<file path="src/rtl/fir_sample_loader.sv">
// rtl/fir_sample_loader.sv - FIFO-to-IMEM sample loader feeding the 64-tap FIR ALU.
// Optional power-on zero-fill of the delay line is enabled by defining FIR_LOADER_CLEAR_EN.
module fir_sample_loader #(
    parameter int ADDR_W = 6,
    parameter int DATA_W = 16
) (
    input  logic              clk,
    input  logic              rstn,
    input  logic              fifo_empty,
    input  logic [DATA_W-1:0] fifo_out,
    output logic              fifo_rd,
    output logic              imem_cen,
    output logic              imem_wen,
    output logic [ADDR_W-1:0] imem_a,
    output logic [DATA_W-1:0] imem_d,
    output logic              alu_start,
    output logic [ADDR_W-1:0] alu_base,
    input  logic              alu_done,
    output logic              primed,
    output logic              init_done
);
    localparam logic [2:0] CLEAR = 3'd0;
    localparam logic [2:0] IDLE  = 3'd1;
    localparam logic [2:0] POP   = 3'd2;
    localparam logic [2:0] CAPT  = 3'd3;
    localparam logic [2:0] WRITE = 3'd4;
    localparam logic [2:0] START = 3'd5;
    localparam logic [2:0] WAIT  = 3'd6;

`ifdef FIR_LOADER_CLEAR_EN
    localparam logic [2:0] RESET_STATE = CLEAR;
`else
    localparam logic [2:0] RESET_STATE = IDLE;
`endif

    localparam logic [ADDR_W-1:0] ADDR_LAST = '1;

    logic [2:0]        state;
    logic [2:0]        state_nxt;
    logic [ADDR_W-1:0] wptr;
    logic [ADDR_W:0]   count;
    logic [DATA_W-1:0] sample;
    logic [ADDR_W-1:0] a_q;
    logic [DATA_W-1:0] d_q;

    always_comb begin
        state_nxt = state;
        case (state)
            CLEAR:   if (a_q == ADDR_LAST) state_nxt = IDLE;
            IDLE:    if (!fifo_empty) state_nxt = POP;
            POP:     state_nxt = CAPT;
            CAPT:    state_nxt = WRITE;
            WRITE:   state_nxt = START;
            START:   state_nxt = WAIT;
            WAIT:    if (alu_done) state_nxt = IDLE;
            default: state_nxt = RESET_STATE;
        endcase
    end

    // a_q doubles as the zero-fill address counter and the held IMEM address.
    always_ff @(posedge clk or negedge rstn) begin
        if (!rstn) begin
            state    <= RESET_STATE;
            wptr     <= '0;
            count    <= '0;
            sample   <= '0;
            a_q      <= '0;
            d_q      <= '0;
            alu_base <= '0;
        end else begin
            state <= state_nxt;
            case (state)
                CLEAR: begin
                    if (a_q != ADDR_LAST) a_q <= a_q + 1'b1;
                end
                CAPT: begin
                    sample <= fifo_out;
                end
                WRITE: begin
                    a_q      <= wptr;
                    d_q      <= sample;
                    alu_base <= wptr;
                    wptr     <= wptr + 1'b1;
                    if (count != '1) count <= count + 1'b1;
                end
                default: ;
            endcase
        end
    end

    assign fifo_rd   = (state == POP);
    assign alu_start = (state == START);
    // The reset state may be CLEAR; rstn keeps the IMEM deselected while reset is held.
    assign imem_cen  = !((state == CLEAR && rstn) || state == WRITE);
    assign imem_wen  = imem_cen;
    assign imem_a    = (state == WRITE) ? wptr : a_q;
    assign imem_d    = (state == WRITE) ? sample : d_q;
    assign primed    = count[ADDR_W];

`ifdef FIR_LOADER_CLEAR_EN
    assign init_done = (state != CLEAR);
`else
    assign init_done = 1'b1;
`endif

endmodule

</file>
<file path="config.mk">
export PLATFORM = sky130hd
export DESIGN_NAME = fir_sample_loader
export DESIGN_NICKNAME = d
export VERILOG_FILES = /design/src/rtl/fir_sample_loader.sv
export SDC_FILE = /design/constraint.sdc
export NUM_CORES = 1
export LEC_CHECK = 0
export ABC_AREA = 1
export BUFFER_PORTS_ARGS = -buffer_cell sky130_fd_sc_hd__buf_2
export CORE_ASPECT_RATIO = 0.75
export CORE_MARGIN = 2
export CORE_UTILIZATION = 30
export CTS_CLUSTER_SIZE = 20
export DETAILED_ROUTE_END_ITERATION = 7
export HOLD_SLACK_MARGIN = 0.05
export SYNTH_ARGS = -nofsm -noshare
export SYNTH_HDL_FRONTEND = slang
export SYNTH_SLANG_ARGS = --single-unit
</file>
<file path="constraint.sdc">
create_clock -name clk -period 2.48 [get_ports clk]
set_clock_uncertainty 0.1 [all_clocks]
set_input_delay 0.248 -clock clk [delete_from_list [all_inputs] [get_ports clk]]
set_output_delay 0.248 -clock clk [all_outputs]
set_load 0.02 [all_outputs]
</file>
==> results of run 1 <==
-- registers in the layout, indices dropped and copies added (netlist names) --
name,count
a_q,6
alu_base,6
count,7
d_q,16
sample,16
state,3
wptr,6
-- power by group through the flow --
stage | Sequential, mW | Clock (mW) | Combinational [mW]
CTS | 1.69 | 1.22 | 1.87
global placement | 1.69 | 0 | 1.83
global route | 1.74 | 1.29 | 2.08
detailed placement | 1.70 | 0 | 1.84
floorplan | 1.65 | 0 | 1.41
finish | 1.69 | 1.19 | 1.85
-- placed cells by master, fill, tap and decap left out, drive strengths merged, types with 8 or more instances in the layout --
master / n
dlygate4sd3: 13
o21ai: 12
clkbuf: 11
xnor2: 8
inv: 15
nand3: 22
nor2: 10
mux2: 16
nand2: 104
buf: 56
dfrtp: 59
-- routing by layer --
layer  vias up  part of all wire  GRT usage
met4         0            0.0099     0.0244
li1       1016                 -          -
met5         -                 0          0
met3         4             0.065     0.0622
met1       961              0.49      0.169
met2        62              0.43      0.197
-- metrics by stage --
step / instance area [µm²] / hold slack (ps) / std cells / power, mW
after detailed placement: 3030 / 361 / 427 / 3.54
final: 3450 / 7.74 / 456 / 4.72
after CTS: 3450 / 52.5 / 456 / 4.78
after global placement: 3030 / 358 / 427 / 3.51
after floorplan: 2710 / -148 / 275 / 3.06
after global routing: 3450 / 53.3 / 456 / 5.11
-- layout make-up --
class	count	share of cell area
multi-input combinational	188	0.304
timing repair buffer	69	0.122
clock inverter	5	0.0152
inverter	15	0.0163
tap	108	0.0392
clock buffer	11	0.0675
sequential	60	0.436
-- path summary, 6_finish.rpt --
| kind | startpoint | to | slack [ps] |
|---|---|---|---|
| max | state[1] | imem_d[15] | 250 |
| min | rstn | alu_base[2] | 8 |
| max reg2reg | state[0] | a_q[5] | 780 |
| min reg2reg | alu_base[2] | alu_base[2] | 370 |
| max in group asynchronous | rstn | count[6] | 1770 |
| min in group clk | fifo_out[9] | sample[9] | 60 |
-- cells by family after synthesis --
| group | synth area share |
|---|---|
| and+or+nand+nor | 0.224 |
| DFF | 0.554 |
| buffers and inverters | 0.0582 |
| AOI/OAI and AO/OA | 0.0337 |
| muxes | 0.0789 |
| xor gates and xnor gates | 0.0356 |
| adders and majority gates | 0.0139 |
| other | 0.00138 |
-- critical path, stage by stage (launching register included) --
cell,delay (ps)
dfrtp_1,490
nor2_4,190
nand2_2,60
inv_1,200
buf_4,280
nand2_1,70
nand2_1,90
buf_2,170
==> impl_results.rst, run 1 <==
.. list-table::
   :header-rows: 1

   * - Metric
     - Value
   * - Gp weighted congestion
     - a little under 0.8
   * - Ratio of final minimum period to clock period
     - 0.900
   * - Relative contribution of sequential cells to total power
     - 0.357
   * - First-pass GRT wire length
     - ~9800 µm
   * - Total negative setup slack
     - 0 ps
   * - Hpwl dp
     - approximately 3700 µm
   * - Count of port buffers added during placement
     - between 50 and 60
   * - Average detailed-routed wire length per instance
     - about 12 µm
   * - Clk network pwr share
     - 0.252
   * - Post-CTS setup repair buffer count
     - 0
   * - Switching power as a share of total power
     - 0.385
   * - Die H
     - around 86 µm
   * - Cell with the most instances after synthesis
     - nand2_1
   * - Count of final max-slew check failures
     - 0
   * - Final Net Count
     - 366
   * - Synth unique cells
     - 29
   * - Top post-synthesis cells by area
     - dfrtp_1 (54%), nand2_1 (14%), mux2_4 (5.0%), nand3_1 (3.9%), mux2_2 (2.9%)
   * - Floorplan die area
     - between 9000 and 10000 µm²
   * - Critical path type
     - reg2out
   * - Upper clock frequency limit
     - approximately 450 MHz
   * - Final WS setup
     - approximately 250 ps
   * - Area delta synth->final
     - 27.3%
   * - Critical path data arrival time
     - about 1900 ps
   * - Min-Delay Path Class
     - in2async
   * - Number of register bits inferred by synthesis
     - 60
   * - Antenna violations before repair
     - 0
   * - Number of standard cells after synthesis
     - approximately 280
   * - Chip Width
     - 114 µm
   * - # rows
     - 29
   * - Clock root buffer
     - clkbuf_16
   * - Type of origin of the critical path
     - flop
   * - Final number of setup-violating endpoints
     - 0
   * - Area taken by multi-input logic gates
     - between 1000 and 1500 µm²
   * - Post-Syn Nets
     - 298
   * - Top-area cell type share of the netlist area
     - 0.545
   * - List of most frequent post-synthesis cells
     - nand2_1 (100), dfrtp_1 (59), nand3_1 (21)
   * - Reported net switching power
     - 1.82 mW
   * - Cell-internal power
     - slightly below 3 mW
   * - Total CTS buffers
     - 9
   * - Source-to-sink clock delay at the later pin of the worst-skew pair
     - 330 ps
   * - Vias/cell
     - 4.48
   * - Pre-CTS setup slack
     - 583 ps
   * - Hold-fix buffers at CTS
     - 13
   * - Post-CTS sizing
     - 0
   * - Number of remaining DRC errors
     - 0
   * - Core box area
     - roughly 8600 µm²
   * - Post-synth EDFFs
     - 0
   * - Max Cap Violations
     - 0
   * - Worst relative slew slack
     - 0.500
   * - Proportion of synthesized flip-flops having asynchronous set or reset
     - 1.00
   * - Netlist area before placement
     - between 2000 and 3000 µm²
   * - Power density over the cells
     - 1370 nW/µm²
   * - Deepest clock path buffer count
     - 2
   * - Clock period minus worst slack
     - 2230 ps
   * - Transition time of the tightest slew-check pin
     - about 750 ps
   * - CP max FO
     - 15
   * - Mapped Avg Cell Area
     - 9.85 µm²
   * - Clk sink count
     - 60
   * - Core Util, Final
     - 0.401
   * - Via Count
     - approximately 2000
   * - Vias in the first global route
     - approximately 2100
   * - Fill cell total of the finished layout
     - between 800 and 900
   * - TritonCTS clock tree
     - done
   * - Maximum number of pins on one net before global-route repair
     - ~60
   * - Most common flop cell mapped by yosys
     - dfrtp_1
   * - Syn. warnings
     - 0
   * - Total Routing Usage GR
     - 0.129
   * - CTS clk-pin slew, worst paths
     - about 50 ps
   * - Fraction of the yosys area taken by sequential cells
     - 0.554
   * - Leakage dissipation
     - between 1.5 and 2 nW
   * - Number of hold-slack violations in the final timing report
     - 0
   * - I/O pin cnt
     - 54
   * - Count of inserted antenna diode cells
     - 0
   * - H-tree levels
     - 3
   * - Violation count after the first detailed-routing iteration
     - 118
   * - Combined flip-flop and latch cell area
     - 1500 µm²
   * - 1st-pass router iterations
     - 4
   * - Total overflow reported by the global router
     - 0
   * - Total wirelength of the detailed-routed design
     - approximately 5600 µm
   * - Largest area contributor in the synthesized netlist
     - dfrtp_1
   * - Remaining antenna violation count
     - 0
   * - RSZ-0062 raised after global routing
     - false
   * - Share of post-route cells with drive strength above 1
     - 0.276
   * - Kind of end point of the critical path
     - primary output
   * - Proportion of power drawn by combinational gates
     - 0.391
   * - Cell count of the worst reg-to-reg path
     - 9
   * - Status
     - completed
   * - Required arrival time at the worst endpoint
     - approximately 2100 ps
   * - Highest ir drop seen on vdd
     - 0.677 mV
   * - Initial Utilization
     - 0.315
(Power assumes the default switching activity.)
==> run 2, diff against run 1 <==
--- a/config.mk
+++ b/config.mk
@@ -8,7 +8,7 @@
 export ABC_AREA = 1
 export BUFFER_PORTS_ARGS = -buffer_cell sky130_fd_sc_hd__buf_2
 export CORE_ASPECT_RATIO = 0.75
-export CORE_MARGIN = 2
+export CORE_MARGIN = 8
 export CORE_UTILIZATION = 30
 export CTS_CLUSTER_SIZE = 20
 export DETAILED_ROUTE_END_ITERATION = 7
==> impl_results.rst, run 2 (same netlist as run 1, synthesis figures left out) <==
.. list-table::
   :header-rows: 1

   * - Metric
     - Value
   * - Status
     - completed
   * - Source-to-sink clock delay at the later pin of the worst-skew pair
     - between 300 and 400 ps
   * - RSZ-0062 raised after global routing
     - false
   * - Pre-CTS setup slack
     - 570 ps
   * - Final Net Count
     - 360
   * - Kind of end point of the critical path
     - primary output
   * - Core box area
     - approximately 9000 µm²
   * - TritonCTS clock tree
     - done
   * - Maximum number of pins on one net before global-route repair
     - 61
   * - Worst relative slew slack
     - 0.503
   * - Hpwl dp
     - between 4000 and 5000 µm
   * - Transition time of the tightest slew-check pin
     - between 700 and 800 ps
   * - Count of final max-slew check failures
     - 0
   * - Finished Layout Cells
     - around 450
   * - Remaining antenna violation count
     - 0
   * - Gp weighted congestion
     - about 0.81
   * - CTS clk-pin slew, worst paths
     - around 50 ps
   * - Clock period minus worst slack
     - 2230 ps
   * - Violation count after the first detailed-routing iteration
     - 148
   * - CP max FO
     - 15
   * - Total CTS buffers
     - 9
   * - Clock root buffer
     - clkbuf_16
   * - Cell area after placement
     - roughly 3000 µm²
   * - Initial Utilization
     - 0.305
   * - Upper clock frequency limit
     - roughly 450 MHz
   * - Critical path type
     - reg2out
   * - Total negative setup slack
     - 0 ps
   * - Critical path data arrival time
     - 1890 ps
   * - H-tree levels
     - 3
   * - I/O pin cnt
     - between 50 and 60
   * - Total overflow reported by the global router
     - 0
   * - Post-layout instance area
     - 3450 µm²
   * - Register-to-register setup slack
     - roughly 760 ps
   * - Leakage dissipation
     - roughly 1.8 nW
   * - Ratio of final minimum period to clock period
     - 0.901
   * - Largest registers
     - d_q: 16 flops, sample: 16 flops, count: 7 flops
   * - Die H
     - about 98 µm
   * - Min-Delay Path Class
     - in2async
   * - Deepest clock path buffer count
     - 2
   * - Max Cap Violations
     - 0
   * - Highest ir drop seen on vdd
     - just under 0.6 mV
   * - Most frequent cells in the layout
     - nand2_1 (100), dfrtp_1 (59), buf_2 (52), nand3_1 (21), inv_1 (14)
   * - Floorplan die area
     - 12400 µm²
   * - 1st-pass router iterations
     - 4
   * - Number of remaining DRC errors
     - 0
   * - Total Routing Usage GR
     - 0.107
   * - Share of post-route cells with drive strength above 1
     - 0.287
   * - Vias/cell
     - between 4 and 5
   * - Count of inserted antenna diode cells
     - 0
   * - Type of origin of the critical path
     - flop
   * - Post-CTS setup repair buffer count
     - 0
   * - First-pass GRT wire length
     - 10500 µm
   * - # rows
     - 30
   * - Via Count
     - roughly 2000
   * - Final WS setup
     - 246 ps
   * - Average detailed-routed wire length per instance
     - around 13 µm
   * - Number of instances in the placed design
     - roughly 430
   * - Leading cell type in the layout, fill and taps excluded
     - nand2_1
   * - Clk sink count
     - 60
   * - Count of port buffers added during placement
     - 52
   * - Number of hold-slack violations in the final timing report
     - 0
   * - Antenna violations before repair
     - 0
   * - Chip Width
     - 126 µm
   * - Power density over the cells
     - roughly 1400 nW/µm²
   * - Final number of setup-violating endpoints
     - 0
   * - Vias in the first global route
     - around 2100
   * - Area delta synth->final
     - 27.1%
   * - Required arrival time at the worst endpoint
     - 2130 ps
   * - Total wirelength of the detailed-routed design
     - approximately 6000 µm
## run 2: changes by cell type in the layout (fill, tap and decap cells not counted)
cell           delta
dlygate4sd3_1     -6
clkinv_2          -3
clkbuf_1          -2
clkbuf_8          +2
bufinv_16         +1
clkinv_4          +1
clkinvlp_4        +1
## run 2: timing repair
| action | in CTS | in global routing |
|---|---|---|
| endpoints found under the hold margin | 7 | 0 |
| hold buffers | 7 | 0 |
| gates resized for setup | 0 | 0 |
## run 2: where the power goes
group	internal, mW	switching (mW)
sequential	1.41	0.280
clock	0.935	0.434
combinational	0.717	1.13
## run 2: path summary, 6_finish.rpt
check	startpoint	end	cells after the start
max in group asynchronous	rstn	d_q[13]	2
worst max-delay path	state[1]	imem_d[4]	7
min in group clk	fifo_out[3]	sample[3]	2
worst min register to register	d_q[2]	d_q[2]	2
worst min-delay path	rstn	d_q[1]	2
worst max register to register	state[0]	a_q[5]	9
## run 2: final cells by class
class,count,area [µm²]
well taps,112,140
fillers,892,5450
clock buffers,11,253
inverters,15,56.3
multi-input cells,188,1050
flip-flops and latches,60,1500
repair buffers,63,360
clock inverters,5,83.8
## run 2: metal layers
metal	part of all wire	global-route usage	vias up
li1	-	-	999
met1	0.47	0.128	942
met2	0.43	0.159	61
met3	0.078	0.0474	11
met4	0.022	0.0516	0
met5	0	0	-
## run 2: per-stage QoR
stage	hold WS (ps)	utilization	total power, mW
floorplan	-148	-	3.06
global placement	355	0.342	3.54
detailed placement	358	0.342	3.58
CTS	51.4	0.387	4.99
global route	50.3	0.387	5.28
finish	56.7	0.387	4.91
## run 2: worst max-delay path, cell delays in order, from the launching register on
cell     delay, ps
dfrtp_1        490
nor2_4         190
nand2_2         70
inv_1          220
buf_4          280
nand2_1         80
nand2_1         80
buf_2          170
==> run 3, diff against run 2 <==
--- a/config.mk
+++ b/config.mk
@@ -6,12 +6,13 @@
 export NUM_CORES = 1
 export LEC_CHECK = 0
 export ABC_AREA = 1
-export BUFFER_PORTS_ARGS = -buffer_cell sky130_fd_sc_hd__buf_2
 export CORE_ASPECT_RATIO = 0.75
 export CORE_MARGIN = 8
 export CORE_UTILIZATION = 30
+export CTS_BUF_LIST = sky130_fd_sc_hd__clkbuf_16
 export CTS_CLUSTER_SIZE = 20
 export DETAILED_ROUTE_END_ITERATION = 7
+export DONT_BUFFER_PORTS = 1
 export HOLD_SLACK_MARGIN = 0.05
 export SYNTH_ARGS = -nofsm -noshare
 export SYNTH_HDL_FRONTEND = slang
==> impl_results.rst, run 3 (same netlist as run 1, synthesis figures left out) <==
.. list-table::
   :header-rows: 1

   * - Metric
     - Value
   * - Clock root buffer
     - clkbuf_16
   * - Average detailed-routed wire length per instance
     - around 14 µm
   * - CP max FO
     - 37
   * - Share of post-route cells with drive strength above 1
     - 0.156
   * - Worst reg2reg path endpoint
     - a_q[5]
   * - Total overflow reported by the global router
     - 0
   * - Proportion of power drawn by combinational gates
     - 0.366
   * - Number of remaining DRC errors
     - 0
   * - Cell area after placement
     - between 2000 and 3000 µm²
   * - Status
     - completed
   * - Most frequent cells in the layout
     - nand2_1 (100), dfrtp_1 (59), nand3_1 (21), dlygate4sd3_1 (19), inv_1 (16)
   * - Kind of end point of the critical path
     - primary output
   * - Min-Delay Path Class
     - in2async
   * - Beginning of the worst register-to-register path
     - state[0]
   * - Floorplan die area
     - roughly 12000 µm²
   * - Count of final max-slew check failures
     - 0
   * - Critical path data arrival time
     - around 1800 ps
   * - Required arrival time at the worst endpoint
     - 2130 ps
   * - Critical path type
     - reg2out
   * - Count of inserted antenna diode cells
     - 0
   * - PnR Total Power
     - between 4 and 5 mW
   * - Cell-internal power
     - about 2.7 mW
   * - Clock period minus worst slack
     - between 2000 and 2500 ps
   * - Total Routing Usage GR
     - 0.107
   * - Final number of setup-violating endpoints
     - 0
   * - Clk network pwr share
     - 0.243
   * - Total CTS buffers
     - 9
   * - Initial Utilization
     - 0.305
   * - RSZ-0062 raised after global routing
     - false
   * - H-tree levels
     - 3
   * - Reported net switching power
     - about 1.8 mW
   * - Fill cell total of the finished layout
     - a little under 900
   * - Power density over the cells
     - about 1400 nW/µm²
   * - Source-to-sink clock delay at the later pin of the worst-skew pair
     - roughly 330 ps
   * - Register-to-register setup slack
     - 640 ps
   * - Chip Width
     - about 130 µm
   * - Gp weighted congestion
     - 0.787
   * - Relative contribution of sequential cells to total power
     - 0.390
   * - CTS clk-pin slew, worst paths
     - ~50 ps
   * - Core box area
     - 8900 µm²
   * - Highest ir drop seen on vdd
     - 0.564 mV
   * - Ratio of final minimum period to clock period
     - 0.868
   * - Type of origin of the critical path
     - flop
   * - Leading cell type in the layout, fill and taps excluded
     - nand2_1
   * - First-pass GRT wire length
     - roughly 10000 µm
   * - Clk sink count
     - 60
   * - Remaining antenna violation count
     - 0
   * - Worst hold margin
     - 334 ps
   * - Antenna violations before repair
     - 1
   * - TritonCTS clock tree
     - done
   * - Number of hold-slack violations in the final timing report
     - 0
   * - 1st-pass router iterations
     - 4
   * - Total wirelength of the detailed-routed design
     - approximately 6000 µm
   * - Vias in the first global route
     - between 2000 and 2500
   * - Deepest clock path buffer count
     - 2
   * - Total negative setup slack
     - 0 ps
   * - Count of port buffers added during placement
     - 0
   * - Max Cap Violations
     - 0
   * - Vias/cell
     - 4.54
   * - Final Net Count
     - ~330
   * - Post-layout instance area
     - 3290 µm²
   * - Via Count
     - between 1500 and 2000
   * - Post-CTS sizing
     - 0
   * - # rows
     - 30
   * - Violation count after the first detailed-routing iteration
     - 85
   * - Area delta synth->final
     - 21.3%
   * - Leakage dissipation
     - ~1.6 nW
   * - Upper clock frequency limit
     - between 400 and 500 MHz
   * - Die H
     - 98.3 µm
   * - Hpwl dp
     - ~3900 µm
   * - Largest registers
     - d_q: 16 flops, sample: 16 flops, count: 7 flops
   * - Maximum number of pins on one net before global-route repair
     - just over 60
   * - Switching power as a share of total power
     - 0.403
   * - Cell count of the worst reg-to-reg path
     - 9
   * - I/O pin cnt
     - 54
## run 3: per-stage QoR
stage	std cells	setup slack, ps	utilization
2_1_floorplan	275	760	-
3_3_place_gp	383	681	0.316
3_5_place_dp	383	623	0.316
4_1_cts	419	293	0.370
5_1_grt	419	173	0.370
6_report	419	328	0.370
## run 3: worst max-delay path by stage
| stage | end | start |
|---|---|---|
| floorplan | imem_a[0] | state[0] |
| global placement | a_q[5] | state[0] |
| detailed placement | a_q[5] | state[0] |
| CTS | imem_d[6] | state[0] |
| global route | imem_a[0] | state[1] |
| finish | imem_d[6] | state[0] |
## run 3: power by group through the flow
| stage | registers, mW | logic [mW] | clock network [mW] |
|---|---|---|---|
| after floorplan | 1.65 | 1.41 | 0 |
| after global placement | 1.74 | 1.58 | 0 |
| after detailed placement | 1.75 | 1.60 | 0 |
| after CTS | 1.74 | 1.66 | 1.12 |
| after global routing | 1.80 | 1.84 | 1.16 |
| final | 1.74 | 1.63 | 1.08 |
## run 3: metal layers
| metal | track usage | vias up | routed length [µm] |
|---|---|---|---|
| met4 | 0.0645 | 0 | 128 |
| met1 | 0.124 | 905 | 2730 |
| met5 | 0 | - | 0 |
| met3 | 0.0479 | 10 | 459 |
| met2 | 0.159 | 60 | 2660 |
| li1 | - | 928 | - |
## run 3: final cells by class
| cell class | instances | area [µm²] | area share |
|---|---|---|---|
| well taps | 112 | 140 | 0.0426 |
| repair buffers | 28 | 278 | 0.0845 |
| clock buffers | 9 | 225 | 0.0685 |
| flip-flops and latches | 60 | 1500 | 0.457 |
| clock inverters | 7 | 36.3 | 0.0110 |
| multi-input cells | 188 | 1050 | 0.319 |
| inverters | 15 | 56.3 | 0.0171 |
## run 3: what timing repair did
| action | 4_1_cts | 5_1_grt |
|---|---|---|
| hold endpoints to repair | 78 | 0 |
| buffers inserted | 0 | 0 |
| hold buffers | 20 | 0 |
## run 3: critical path, cell delays in order (launching register included)
cell and delay, ps:
dfstp_2 610, nor2_4 60, nand2_2 70, buf_4 380
nand2_1 110, nand2_1 230
